File: src/rtl/ps2_key_decoder.sv
// PS/2 set-2 keyboard receiver and scan-code decoder producing ASCII plus cursor pulses.
// Optional build macro REPEAT_SUPPRESS_EN: suppress typematic repeats of the held key.
module ps2_key_decoder #(
    parameter int SYNC_STAGES    = 2,
    parameter int TIMEOUT_CYCLES = 50000
) (
    input  logic       clk,
    input  logic       rst,
    input  logic       ps2_clk,
    input  logic       ps2_data,
    output logic [7:0] ascii,
    output logic       add_flag,
    output logic       enter_flag,
    output logic       shift,
    output logic       frame_err
);

    localparam int TW = $clog2(TIMEOUT_CYCLES + 1);

    localparam logic [1:0] S_IDLE   = 2'd0;
    localparam logic [1:0] S_DATA   = 2'd1;
    localparam logic [1:0] S_PARITY = 2'd2;
    localparam logic [1:0] S_STOP   = 2'd3;

    logic [SYNC_STAGES-1:0] clk_sync;
    logic [SYNC_STAGES-1:0] dat_sync;
    logic                   clk_prev;
    logic                   fall;
    logic                   bit_in;

    logic [1:0]    state;
    logic [2:0]    bitcnt;
    logic [7:0]    shreg;
    logic          parity_ok;
    logic [TW-1:0] tcnt;
    logic          timeout_hit;
    logic          byte_ok;
    logic          frame_bad;

    logic          brk;
    logic          ext;
    logic [9:0]    map;
    logic          is_shift;
    logic          is_enter;
    logic          mapped;
    logic [7:0]    key_char;
    logic          suppress;

    // Sync flops reset to the idle-high line level so reset never fakes a falling edge.
    always_ff @(posedge clk) begin
        if (rst) begin
            clk_sync <= '1;
            dat_sync <= '1;
            clk_prev <= 1'b1;
        end else begin
            clk_sync <= {clk_sync[SYNC_STAGES-2:0], ps2_clk};
            dat_sync <= {dat_sync[SYNC_STAGES-2:0], ps2_data};
            clk_prev <= clk_sync[SYNC_STAGES-1];
        end
    end

    assign fall   = clk_prev & ~clk_sync[SYNC_STAGES-1];
    assign bit_in = dat_sync[SYNC_STAGES-1];

    assign timeout_hit = (state != S_IDLE) && !fall && (tcnt == TW'(TIMEOUT_CYCLES - 1));
    assign byte_ok     = fall && (state == S_STOP) && bit_in && parity_ok;
    assign frame_bad   = (fall && (state == S_IDLE) && bit_in)
                       || (fall && (state == S_STOP) && !(bit_in && parity_ok))
                       || timeout_hit;

    always_ff @(posedge clk) begin
        if (rst) begin
            state     <= S_IDLE;
            bitcnt    <= '0;
            shreg     <= '0;
            parity_ok <= 1'b0;
            tcnt      <= '0;
        end else begin
            if (fall || state == S_IDLE) tcnt <= '0;
            else                         tcnt <= tcnt + 1'b1;

            if (timeout_hit) begin
                state <= S_IDLE;
                tcnt  <= '0;
            end else if (fall) begin
                case (state)
                    S_IDLE: begin
                        if (!bit_in) state <= S_DATA;
                        bitcnt <= '0;
                    end
                    S_DATA: begin
                        shreg  <= {bit_in, shreg[7:1]};
                        bitcnt <= bitcnt + 1'b1;
                        if (bitcnt == 3'd7) state <= S_PARITY;
                    end
                    // Parity result is held so a bad parity and the stop bit give one error pulse.
                    S_PARITY: begin
                        parity_ok <= ^{shreg, bit_in};
                        state     <= S_STOP;
                    end
                    default: state <= S_IDLE;
                endcase
            end
        end
    end

    // Returns {mapped, is_letter, lowercase/ASCII char}.
    function automatic logic [9:0] map_key(input logic [7:0] code);
        logic [9:0] r;
        case (code)
            8'h1C: r = {2'b11, 8'h61}; 8'h32: r = {2'b11, 8'h62};
            8'h21: r = {2'b11, 8'h63}; 8'h23: r = {2'b11, 8'h64};
            8'h24: r = {2'b11, 8'h65}; 8'h2B: r = {2'b11, 8'h66};
            8'h34: r = {2'b11, 8'h67}; 8'h33: r = {2'b11, 8'h68};
            8'h43: r = {2'b11, 8'h69}; 8'h3B: r = {2'b11, 8'h6A};
            8'h42: r = {2'b11, 8'h6B}; 8'h4B: r = {2'b11, 8'h6C};
            8'h3A: r = {2'b11, 8'h6D}; 8'h31: r = {2'b11, 8'h6E};
            8'h44: r = {2'b11, 8'h6F}; 8'h4D: r = {2'b11, 8'h70};
            8'h15: r = {2'b11, 8'h71}; 8'h2D: r = {2'b11, 8'h72};
            8'h1B: r = {2'b11, 8'h73}; 8'h2C: r = {2'b11, 8'h74};
            8'h3C: r = {2'b11, 8'h75}; 8'h2A: r = {2'b11, 8'h76};
            8'h1D: r = {2'b11, 8'h77}; 8'h22: r = {2'b11, 8'h78};
            8'h35: r = {2'b11, 8'h79}; 8'h1A: r = {2'b11, 8'h7A};
            8'h45: r = {2'b10, 8'h30}; 8'h16: r = {2'b10, 8'h31};
            8'h1E: r = {2'b10, 8'h32}; 8'h26: r = {2'b10, 8'h33};
            8'h25: r = {2'b10, 8'h34}; 8'h2E: r = {2'b10, 8'h35};
            8'h36: r = {2'b10, 8'h36}; 8'h3D: r = {2'b10, 8'h37};
            8'h3E: r = {2'b10, 8'h38}; 8'h46: r = {2'b10, 8'h39};
            8'h29: r = {2'b10, 8'h20};
            default: r = '0;
        endcase
        return r;
    endfunction

    always_comb begin
        map      = map_key(shreg);
        is_shift = !ext && (shreg == 8'h12 || shreg == 8'h59);
        is_enter = (shreg == 8'h5A);
        mapped   = is_enter || (!ext && map[9]);
        key_char = map[7:0];
        if (is_enter)           key_char = 8'h0D;
        else if (map[8] && shift) key_char = map[7:0] - 8'h20;
    end

`ifdef REPEAT_SUPPRESS_EN
    logic [8:0] held;
    logic       held_vld;

    always_comb suppress = held_vld && (held == {ext, shreg});

    always_ff @(posedge clk) begin
        if (rst) begin
            held     <= '0;
            held_vld <= 1'b0;
        end else if (byte_ok && shreg != 8'hF0 && shreg != 8'hE0 && !is_shift) begin
            if (!brk) begin
                held     <= {ext, shreg};
                held_vld <= 1'b1;
            end else if (held == {ext, shreg}) begin
                held_vld <= 1'b0;
            end
        end
    end
`else
    always_comb suppress = 1'b0;
`endif

    always_ff @(posedge clk) begin
        if (rst) begin
            ascii      <= '0;
            add_flag   <= 1'b0;
            enter_flag <= 1'b0;
            shift      <= 1'b0;
            frame_err  <= 1'b0;
            brk        <= 1'b0;
            ext        <= 1'b0;
        end else begin
            add_flag   <= 1'b0;
            enter_flag <= 1'b0;
            frame_err  <= frame_bad;
            if (frame_bad) begin
                brk <= 1'b0;
                ext <= 1'b0;
            end else if (byte_ok) begin
                if (shreg == 8'hF0) begin
                    brk <= 1'b1;
                end else if (shreg == 8'hE0) begin
                    ext <= 1'b1;
                end else begin
                    brk <= 1'b0;
                    ext <= 1'b0;
                    if (is_shift) begin
                        shift <= ~brk;
                    end else if (!brk && mapped && !suppress) begin
                        ascii      <= key_char;
                        add_flag   <= 1'b1;
                        enter_flag <= is_enter;
                    end
                end
            end
        end
    end

endmodule

File: config.mk
export PLATFORM = sky130hd
export DESIGN_NAME = ps2_key_decoder
export DESIGN_NICKNAME = d
export VERILOG_FILES = /design/src/rtl/ps2_key_decoder.sv
export SDC_FILE = /design/constraint.sdc
export NUM_CORES = 1
export LEC_CHECK = 0
export ABC_AREA = 1
export BUFFER_PORTS_ARGS = -buffer_cell sky130_fd_sc_hd__buf_2
export CAP_MARGIN = 20
export CORE_ASPECT_RATIO = 1.25
export CORE_UTILIZATION = 55
export CTS_BUF_LIST = sky130_fd_sc_hd__clkbuf_16
export DETAILED_ROUTE_END_ITERATION = 8
export HOLD_SLACK_MARGIN = 0.03
export MAX_ROUTING_LAYER = met4
export PLACE_DENSITY_LB_ADDON = 0.08
export SYNTH_ARGS = -nofsm -noshare
export SYNTH_HDL_FRONTEND = slang
export SYNTH_SLANG_ARGS = --single-unit
File: constraint.sdc
create_clock -name clk -period 2.2 [get_ports clk]
set_input_delay 0.22 -clock clk [delete_from_list [all_inputs] [get_ports clk]]
set_output_delay 0.22 -clock clk [all_outputs]
set_load 0.02 [all_outputs]
* Word level (Yosys, flattened, before mapping) *
Memories as Yosys holds them, arrays and structs flattened. A register that Yosys moved wholly into a read port is not among the register bits.
Index checks and enable logic that the tools add are counted.

operators by class
  bitwise operators = 10
  add/sub/neg operators = 3
  reductions and logical operators = 39
  multiplexer cells = 13
  equal/unequal tests = 13

operators with widths
  operator                                                             count
  16-bit by 1-bit adder with 16-bit output (second input constant)     1
  16-bit == test (second input constant)                               1
  8-bit by 7-bit == test with 1-bit output (second input constant)     2
  8-bit == test (second input constant)                                2
  8-bit two-way mux                                                    2
  7-bit two-way mux                                                    2
  1-bit logical AND                                                    13
  3-bit AND reduction                                                  4
  10-bit two-way mux                                                   1
  1-bit NOT                                                            9
  9-bit parity                                                         1
  8-bit by 5-bit == test with 1-bit output (second input constant)     1
  8-bit by 6-bit subtractor with 8-bit output (second input constant)  1
  7-bit OR reduction                                                   1
  2-bit inequality test (second input constant)                        3
  2-bit case mux with 3 select lines                                   1
  3-bit case mux with 2 select lines                                   1
  6-bit AND reduction                                                  1
  6-bit OR reduction                                                   1
  1-bit logical OR                                                     5
  5-bit AND reduction                                                  1
  2-bit == test (second input constant)                                2
  1-bit logical NOT                                                    4
  1-bit two-way mux                                                    4
  other kinds (10)                                                     14

word-level totals
  bits in registers = 49
  output and inout bits = 12
  memories kept = 1
  input bits = 4
  word-level logic and storage cells = 94
  memory bits (read-only) = 1152

memory list
  name             depth  bits a word  read ports  clocked after Yosys merged registers in  wr ports  RTL line  source
  (no name shown)  128    9            1           1                                        0         110       case (code)

* Longest topological paths before layout *
Gate-level depths: netlist of the first run.

  word-level depth = 9
  mapped depth = 20
  gate-level depth less buffers = 18

* Least setup slack after synthesis of the first run *
No wires, ideal clock.

  kind = register to register
  start point = reg state[1]
  end point = reg (tool-made name)
  stages on the path, launching flop included = 19
  path slack = 0.111 ns
  clock period less this slack = 2.089 ns
  buffers on the path = 2
  arrival time = 1.972 ns
  path through = dfxtp_1 -> inv_1 -> ha_1 -> buf_2 -> nand3_2 -> buf_6 -> nand2_1 -> nand2_1 -> nand2_1 -> inv_1 -> ha_1 -> nand3_1 -> nand3_1 -> nand3_1 -> nand2_1 -> nand2_1 -> nand2_1 -> nand2_1 -> nand2_1

RTL lines
  what                    RTL line  source
  start, declared         31        logic [1:0] state;
  start signal, assigned  73        state <= S_IDLE;
  start signal, assigned  83        state <= S_IDLE;
  start signal, assigned  88        if (!bit_in) state <= S_DATA;

==> results of run 1 <==
-- timing repair --
action | CTS | global route
hold buffers | 0 | 0
endpoints found under the setup margin | 0 | 7
resized for setup | 0 | 7
-- layout by cell type (no fill, tap or decap), drive strengths merged --
| master | instances |
|---|---|
| nand2 | 142 |
| nor2 | 66 |
| dfxtp | 56 |
| inv | 52 |
| nand3 | 47 |
| buf | 29 |
| a21oi | 15 |
| ha | 15 |
| o21ai | 15 |
| nor3 | 13 |
| nand4 | 13 |
| xor2 | 8 |
| or2 | 5 |
| xnor2 | 5 |
| clkbuf | 5 |
| a211oi | 3 |
| o211ai | 2 |
| o21a | 2 |
| nor3b | 2 |
| o2111ai | 1 |
| a31oi | 1 |
| a21o | 1 |
| nor4 | 1 |
| and3 | 1 |
| clkinvlp | 1 |
| clkinv | 1 |
-- worst max-delay path, delay by kind of cell, from the launching register on --
family,cells,cell delay [ps]
and+or+nand+nor,8,750
adders and majority gates,2,410
DFF,1,330
buffers and inverters,3,300
AOI/OAI and AO/OA,1,130
-- cell type report --
type                       instances  area (sq um)
inverter                          51         191.4
fill                             530          1952
multi-input combinational        358          1881
clock buffer                       5         125.1
sequential                        56          1121
timing repair buffer              29         183.9
clock inverter                     3         21.27
tap                               64         80.08
-- layer usage --
layer,wire [um],vias to the layer above,part of all wire
met2,3761,47,0.52
met5,0,-,0
li1,-,1571,-
met4,249,0,0.034
met1,3097,1351,0.43
met3,138,19,0.019
-- kinds of logic (layout without fill, tap and decap cells) --
group / count (synthesis) / in the layout
compound gates: 40 / 40
xor+xnor: 13 / 13
fa+ha+maj: 15 / 15
buf+inv: 62 / 88
flops: 56 / 56
simple gates: 290 / 290
-- power breakdown --
group | leakage [nW] | internal (W) | switching [W]
clock network | 0.0702 | 0.000425 | 0.000369
registers | 0.452 | 0.00102 | 0.00000429
logic | 1.23 | 0.0000181 | 0.0000338
-- worst paths after layout --
| path | depth (start not counted) | slack (ps) | endpoint |
|---|---|---|---|
| worst max-delay path | 14 | 180 | flop |
| worst min-delay path | 2 | 110 | clk_sync[0] |
| worst max register to register | 14 | 180 | flop |
| worst min register to register | 1 | 400 | dat_sync[1] |
-- metrics by stage --
stage | util | hold WS, ps | total power [W] | setup WS [ps] | std cells
2_1_floorplan | - | 323.8 | 0.001081 | 111.2 | 476
3_3_place_gp | 0.6171 | 390.5 | 0.001096 | 57.09 | 558
5_1_grt | 0.6486 | 108.4 | 0.001932 | 1.130 | 566
3_5_place_dp | 0.6171 | 392.9 | 0.001097 | 37.92 | 558
4_1_cts | 0.6435 | 104.9 | 0.001881 | 20.98 | 566
6_report | 0.6486 | 106.3 | 0.001867 | 178.0 | 566
==> results_tabular.tex, run 1 <==
\begin{tabular}{lr}
\hline
Metric & Value \\
\hline
\multicolumn{2}{l}{\textbf{Run status}} \\
Status & completed \\
\multicolumn{2}{l}{\textbf{STA}} \\
Final setup skew & 7.043 ps \\
Max Slew Vio Count & 0 \\
Count of endpoints failing setup in the final report & 0 \\
Relative max-transition margin & 0.7249 \\
Final sum of negative setup slack & 0 ps \\
Slew of the pin with the lowest slew margin & between 400 and 500 ps \\
Maximum clock rate & 0.4946 GHz \\
RSZ-0062 raised after global routing & false \\
Tcrit/Tclk final & 0.9191 \\
Minimum clock period after layout & 2022 ps \\
Number of endpoints with negative hold slack in the final report & 0 \\
\multicolumn{2}{l}{\textbf{Die}} \\
Total I/O pin count & 16 \\
Area of the core & 0.005555 sq mm \\
Horiz. Die Dim & 70.62 um \\
Total die area & 0.006198 sq mm \\
Std cell rows & 30 \\
Initial Utilization & 0.5827 \\
Die Y-Extent & 87.77 um \\
\multicolumn{2}{l}{\textbf{Hold path}} \\
Hold/Removal Path Class & input port to flop \\
Hold path startpoint & ps2\_clk \\
\multicolumn{2}{l}{\textbf{Synth}} \\
Share of synthesized cell area in full adder, half adder and majority cells & 0.05798 \\
Count of yosys warnings during synthesis & 0 \\
Biggest area consumer among synthesized cells & sky130\_fd\_sc\_hd\_\_dfxtp\_1 \\
Synth Instances & 476 \\
Most frequently used cell type in the post-synthesis netlist & sky130\_fd\_sc\_hd\_\_nand2\_1 \\
Complex-gate fraction of the synthesized area & 0.07074 \\
Most used standard cells in the synthesized netlist & sky130\_fd\_sc\_hd\_\_nand2\_1 (135), sky130\_fd\_sc\_hd\_\_nor2\_1 (58), sky130\_fd\_sc\_hd\_\_dfxtp\_1 (56) \\
Synth top area cells & sky130\_fd\_sc\_hd\_\_dfxtp\_1 (35\%), sky130\_fd\_sc\_hd\_\_nand2\_1 (16\%), sky130\_fd\_sc\_hd\_\_nor2\_1 (6.7\%) \\
Post-synthesis async set-or-reset flop share & 0 \\
Mapped Area & about 0.0032 sq mm \\
Multiplexer fraction of the synthesized cell area & 0 \\
Mapped Nets & 495 \\
Number of storage elements in the synthesis netlist & 56 \\
Largest family of logic cells by synthesized area & simple AND/OR/NAND/NOR gates \\
Area fraction in and, or, nand and nor cells after synthesis & 0.4094 \\
Number of enable-type register cells in the synthesized netlist & 0 \\
Yosys cell types & 34 \\
Average instance area after synthesis & 6.800 sq um \\
Seq/Total Area, Yosys & 0.3463 \\
Proportion of netlist area held by the largest area contributor & 0.3463 \\
XOR/XNOR Fraction of Synth Area & 0.03518 \\
Most used flip-flop cell after synthesis & sky130\_fd\_sc\_hd\_\_dfxtp\_1 \\
\multicolumn{2}{l}{\textbf{Clock network}} \\
Insertion delay of the later-clocked pin in the worst-skew pair & about 290 ps \\
Number of sinks driven by the clock tree & 56 \\
Clk slew on worst S/H paths & about 70 ps \\
TritonCTS clock tree & done \\
Htree depth & 2 \\
Library cell used as clock root buffer & sky130\_fd\_sc\_hd\_\_clkbuf\_16 \\
Cts bufs inserted & 5 \\
Number of buffers on the longest clock path & 2 \\
Post-CTS Setup Repair Bufs & 0 \\
\multicolumn{2}{l}{\textbf{Worst setup path}} \\
Required @ worst endpoint & 2390 ps \\
Most prevalent standard cell on the critical path & sky130\_fd\_sc\_hd\_\_nand2\_1 \\
Element type at the critical path end & flop \\
Crit path arrival time & 2210 ps \\
Max stage delay on crit path & 330 ps \\
Reg-to-Reg Start & state[1] \\
Critical path launch point & state[1] \\
Crit-path slowest cell & sky130\_fd\_sc\_hd\_\_dfxtp\_1 \\
Worst path cell trace & inv\_1 -> ha\_4 -> nand3\_2 -> buf\_4 -> nand2\_1 -> nand2\_2 -> nand2\_2 -> ha\_1 -> inv\_1 -> nand2\_1 -> o21ai\_1 -> nand2\_1 -> nand2\_1 -> nand2\_1 \\
Kind of critical path & flop to flop \\
Critical path peak fanout & 11 \\
Startpoint types & flop \\
\multicolumn{2}{l}{\textbf{Global route}} \\
Met1 capacity usage during global routing & 0.2755 \\
Antenna violations before repair & 0 \\
GR met2 Demand/Resource & 0.4695 \\
Overall Global Routing Usage & 0.2550 \\
Met3 routing resource usage after global routing & 0.02762 \\
Pin count of the biggest net entering global routing & 19 \\
Global route overflow & 0 \\
Via count of the first global-routing pass & 2814 \\
Global-route wire length before repair & 12.17 mm \\
Most used routing layer & met2 \\
\multicolumn{2}{l}{\textbf{Power and ir drop}} \\
Max VDD drop & 0.3073 mV \\
P\_leak & 1.748 nW \\
Cell area power density & 518.1 mW/mm\^{}2 \\
\multicolumn{2}{l}{\textbf{Routing}} \\
Antenna Nets Post-Route & 0 \\
Vias after detailed routing & 2988 \\
Violation count after the first detailed-routing iteration & 120 \\
Pre-Repair DR Iteration Count & 5 \\
Routed len/inst & 12.80 um \\
Remaining routing DRC violations & 0 \\
Total wire length & 7.246 mm \\
Via-to-Cell Ratio & 5.279 \\
\multicolumn{2}{l}{\textbf{Placed design}} \\
Port-buffer cells & 15 \\
Final Wtd Congestion & 0.9401 \\
Estimated wirelength of the detail-placed design & 5.583 mm \\
Post-detailed-placement cell area & 0.003428 sq mm \\
\multicolumn{2}{l}{\textbf{Job}} \\
Number of max-capacitance violations reported & 0 \\
\multicolumn{2}{l}{\textbf{Layout}} \\
Share of layout cells above drive strength 1 & 0.1574 \\
Final net count & 520 \\
Signed area change from the synthesized netlist to the final layout & 11.33\% \\
Antenna cell count & 0 \\
Final design instance area without fill & approximately 0.0036 sq mm \\
\hline
\end{tabular}
Note: power is estimated with default switching activity, not from simulation.
==> inputs of run 2 (changes only) <==
--- a/config.mk
+++ b/config.mk
@@ -15,6 +15,7 @@
 export HOLD_SLACK_MARGIN = 0.03
 export MAX_ROUTING_LAYER = met4
 export PLACE_DENSITY_LB_ADDON = 0.08
+export REMOVE_ABC_BUFFERS = 1
 export SYNTH_ARGS = -nofsm -noshare
 export SYNTH_HDL_FRONTEND = slang
 export SYNTH_SLANG_ARGS = --single-unit
==> results_tabular.tex, run 2 (synthesis gave the netlist of run 1 again) <==
\begin{tabular}{lr}
\hline
Metric & Value \\
\hline
\multicolumn{2}{l}{\textbf{Run status}} \\
Status & completed (unchanged) \\
\multicolumn{2}{l}{\textbf{Worst setup path}} \\
Element type at the critical path end & flop (unchanged) \\
Startpoint types & flop (unchanged) \\
Total number of cells along the worst setup path & 14 (unchanged) \\
Worst path top cell family by delay & simple AND/OR/NAND/NOR gates (unchanged) \\
Worst path cell trace & inv\_1 -> ha\_4 -> nand3\_2 -> buf\_4 -> nand2\_1 -> nand2\_2 -> nand2\_2 -> ha\_1 -> inv\_1 -> nand2\_1 -> o21ai\_1 -> nand2\_1 -> nand2\_1 -> nand2\_1 (unchanged) \\
Most prevalent standard cell on the critical path & sky130\_fd\_sc\_hd\_\_nand2\_1 (unchanged) \\
Critical path launch point & state[1] (unchanged) \\
Max stage delay on crit path & 340 ps (was 330 ps) \\
Kind of critical path & flop to flop (unchanged) \\
Reg-to-Reg Start & state[1] (unchanged) \\
Length in cells of the worst reg-to-reg path & 14 (unchanged) \\
Critical path peak fanout & 11 (unchanged) \\
Crit path arrival time & 2200 ps (was 2210 ps) \\
CP bufs+invs & 3 (unchanged) \\
Required @ worst endpoint & 2390 ps (about the same) \\
Crit-path slowest cell & sky130\_fd\_sc\_hd\_\_dfxtp\_1 (unchanged) \\
\multicolumn{2}{l}{\textbf{Layout}} \\
Core utilization of the finished layout & 0.6498 (was 0.6486) \\
Filler cell count & 495 (was 530) \\
Multi-input combinational cell area & 0.001876 sq mm (was 0.001881 sq mm) \\
Antenna cell count & 0 (unchanged) \\
Signed area change from the synthesized netlist to the final layout & 11.52\% (was 11.33\%) \\
Highest-count cells in the layout ignoring fill and taps & sky130\_fd\_sc\_hd\_\_nand2\_1 (133), sky130\_fd\_sc\_hd\_\_nor2\_1 (57), sky130\_fd\_sc\_hd\_\_dfxtp\_1 (55), sky130\_fd\_sc\_hd\_\_inv\_1 (44), sky130\_fd\_sc\_hd\_\_nand3\_1 (40) (was sky130\_fd\_sc\_hd\_\_nand2\_1 (133), sky130\_fd\_sc\_hd\_\_nor2\_1 (57), sky130\_fd\_sc\_hd\_\_dfxtp\_1 (56), sky130\_fd\_sc\_hd\_\_inv\_1 (43), sky130\_fd\_sc\_hd\_\_nand3\_1 (39)) \\
Final net count & 519 (was 520) \\
Most common cell after layout, fill and taps aside & sky130\_fd\_sc\_hd\_\_nand2\_1 (unchanged) \\
Share of layout cells above drive strength 1 & 0.1537 (was 0.1574) \\
Fin cells & 565 (was 566) \\
Area taken by flip-flops and latches & 0.001122 sq mm (was 0.001121 sq mm) \\
\multicolumn{2}{l}{\textbf{Placed design}} \\
Port-buffer cells & 15 (unchanged) \\
Final Wtd Congestion & 0.9242 (was 0.9401) \\
Placement Setup Slack & 23.68 ps (was 37.92 ps) \\
Cell count after placement & 557 (was 558) \\
Estimated wirelength of the detail-placed design & 5.499 mm (was 5.583 mm) \\
\multicolumn{2}{l}{\textbf{Hold path}} \\
Hold path startpoint & ps2\_clk (unchanged) \\
Hold Crit Depth & 2 (unchanged) \\
Hold/Removal Path Class & input port to flop (unchanged) \\
\multicolumn{2}{l}{\textbf{STA}} \\
Relative max-transition margin & 0.7434 (was 0.7249) \\
Minimum clock period after layout & 2015 ps (was 2022 ps) \\
Tcrit/Tclk final & 0.9160 (was 0.9191) \\
Max Slew Vio Count & 0 (unchanged) \\
Final critical-path setup slack & 184.8 ps (was 178.0 ps) \\
Slew of the pin with the lowest slew margin & 380.9 ps (was 408.8 ps) \\
Maximum clock rate & 0.4962 GHz (was 0.4946 GHz) \\
Count of endpoints failing setup in the final report & 0 (unchanged) \\
Number of endpoints with negative hold slack in the final report & 0 (unchanged) \\
Final setup skew & 2.593 ps (was 7.043 ps) \\
\multicolumn{2}{l}{\textbf{Clock network}} \\
TritonCTS clock tree & done (unchanged) \\
Htree depth & 2 (unchanged) \\
Library cell used as clock root buffer & sky130\_fd\_sc\_hd\_\_clkbuf\_16 (unchanged) \\
Cts bufs inserted & 5 (unchanged) \\
Number of sinks driven by the clock tree & 56 (unchanged) \\
Number of buffers on the longest clock path & 2 (unchanged) \\
Insertion delay of the later-clocked pin in the worst-skew pair & 290 ps (about the same) \\
Count of instances resized after the clock tree is built & 0 (unchanged) \\
Hold\_buf cts & 0 (unchanged) \\
Post-CTS Setup Repair Bufs & 0 (unchanged) \\
Clk slew on worst S/H paths & 70 ps (about the same) \\
\multicolumn{2}{l}{\textbf{Global route}} \\
Via count of the first global-routing pass & 2945 (was 2814) \\
Antenna violations before repair & 0 (unchanged) \\
Global-route wire length before repair & 12.16 mm (was 12.17 mm) \\
Global route overflow & 0 (unchanged) \\
Overall Global Routing Usage & 0.2539 (was 0.2550) \\
Pin count of the biggest net entering global routing & 22 (was 19) \\
\multicolumn{2}{l}{\textbf{Power and ir drop}} \\
P\_leak & 1.756 nW (was 1.748 nW) \\
Overall power of the completed layout & 0.001970 W (was 0.001867 W) \\
Max VDD drop & 0.2895 mV (was 0.3073 mV) \\
Cell area power density & 545.7 mW/mm\^{}2 (was 518.1 mW/mm\^{}2) \\
\multicolumn{2}{l}{\textbf{Routing}} \\
Antenna Nets Post-Route & 0 (unchanged) \\
Vias after detailed routing & 2983 (was 2988) \\
Total wire length & 7.085 mm (was 7.246 mm) \\
Via-to-Cell Ratio & 5.280 (was 5.279) \\
Violation count after the first detailed-routing iteration & 154 (was 120) \\
Remaining routing DRC violations & 0 (unchanged) \\
Routed len/inst & 12.54 um (was 12.80 um) \\
Pre-Repair DR Iteration Count & 4 (was 5) \\
\multicolumn{2}{l}{\textbf{Die}} \\
Horiz. Die Dim & 70.62 um (unchanged) \\
Die Y-Extent & 87.77 um (unchanged) \\
Std cell rows & 30 (unchanged) \\
Total die area & 0.006198 sq mm (unchanged) \\
Total I/O pin count & 16 (unchanged) \\
Area of the core & 0.005555 sq mm (unchanged) \\
Initial Utilization & 0.5827 (unchanged) \\
\multicolumn{2}{l}{\textbf{Job}} \\
Number of max-capacitance violations reported & 0 (unchanged) \\
\hline
\end{tabular}
## run 2: worst paths after layout
path	end	slack, ps
hold reg to reg	clk_sync[1]	420
setup reg to reg	flop	180
setup / recovery	flop	180
hold / removal	clk_sync[0]	110
## run 2: layout make-up
cell class	count	share of cell area
multi-input combinational	358	0.5196
sequential	56	0.3109
inverter	51	0.05303
timing repair buffer	28	0.04783
clock buffer	5	0.03466
tap	64	0.02218
clock inverter	3	0.01179
## run 2: metrics by stage
stage               TNS [ps]  hold slack [ps]  area [sq um]
floorplan                  0            289.1          3168
global placement           0            392.8          3421
detailed placement         0            408.0          3421
CTS                        0            110.6          3588
global route          -13.74            113.9          3610
finish                     0            109.5          3610
## run 2: report_power, final
part | leakage (nW) | switching [W] | internal, W
combinational | 1.22 | 0.0000348 | 0.0000180
clock | 0.0856 | 0.000357 | 0.000537
sequential | 0.453 | 0.00000467 | 0.00102
## run 2: worst register-to-register path, stage by stage, from the launching register on
cell,delay (ps)
sky130_fd_sc_hd__dfxtp_1,340
sky130_fd_sc_hd__inv_1,80
sky130_fd_sc_hd__ha_4,190
sky130_fd_sc_hd__nand3_2,90
sky130_fd_sc_hd__buf_4,180
sky130_fd_sc_hd__nand2_1,80
sky130_fd_sc_hd__nand2_2,130
sky130_fd_sc_hd__nand2_2,130
sky130_fd_sc_hd__ha_1,210
sky130_fd_sc_hd__inv_1,50
sky130_fd_sc_hd__nand2_1,90
sky130_fd_sc_hd__o21ai_1,140
sky130_fd_sc_hd__nand2_1,100
sky130_fd_sc_hd__nand2_1,70
sky130_fd_sc_hd__nand2_1,40
## run 2: layer usage
metal / part of all wire / global-route usage / up-vias
met5: 0 / - / -
met4: 0.032 / 0.1400 / 0
met3: 0.029 / 0.04028 / 23
met2: 0.52 / 0.4695 / 64
met1: 0.42 / 0.2566 / 1320
li1: - / - / 1576
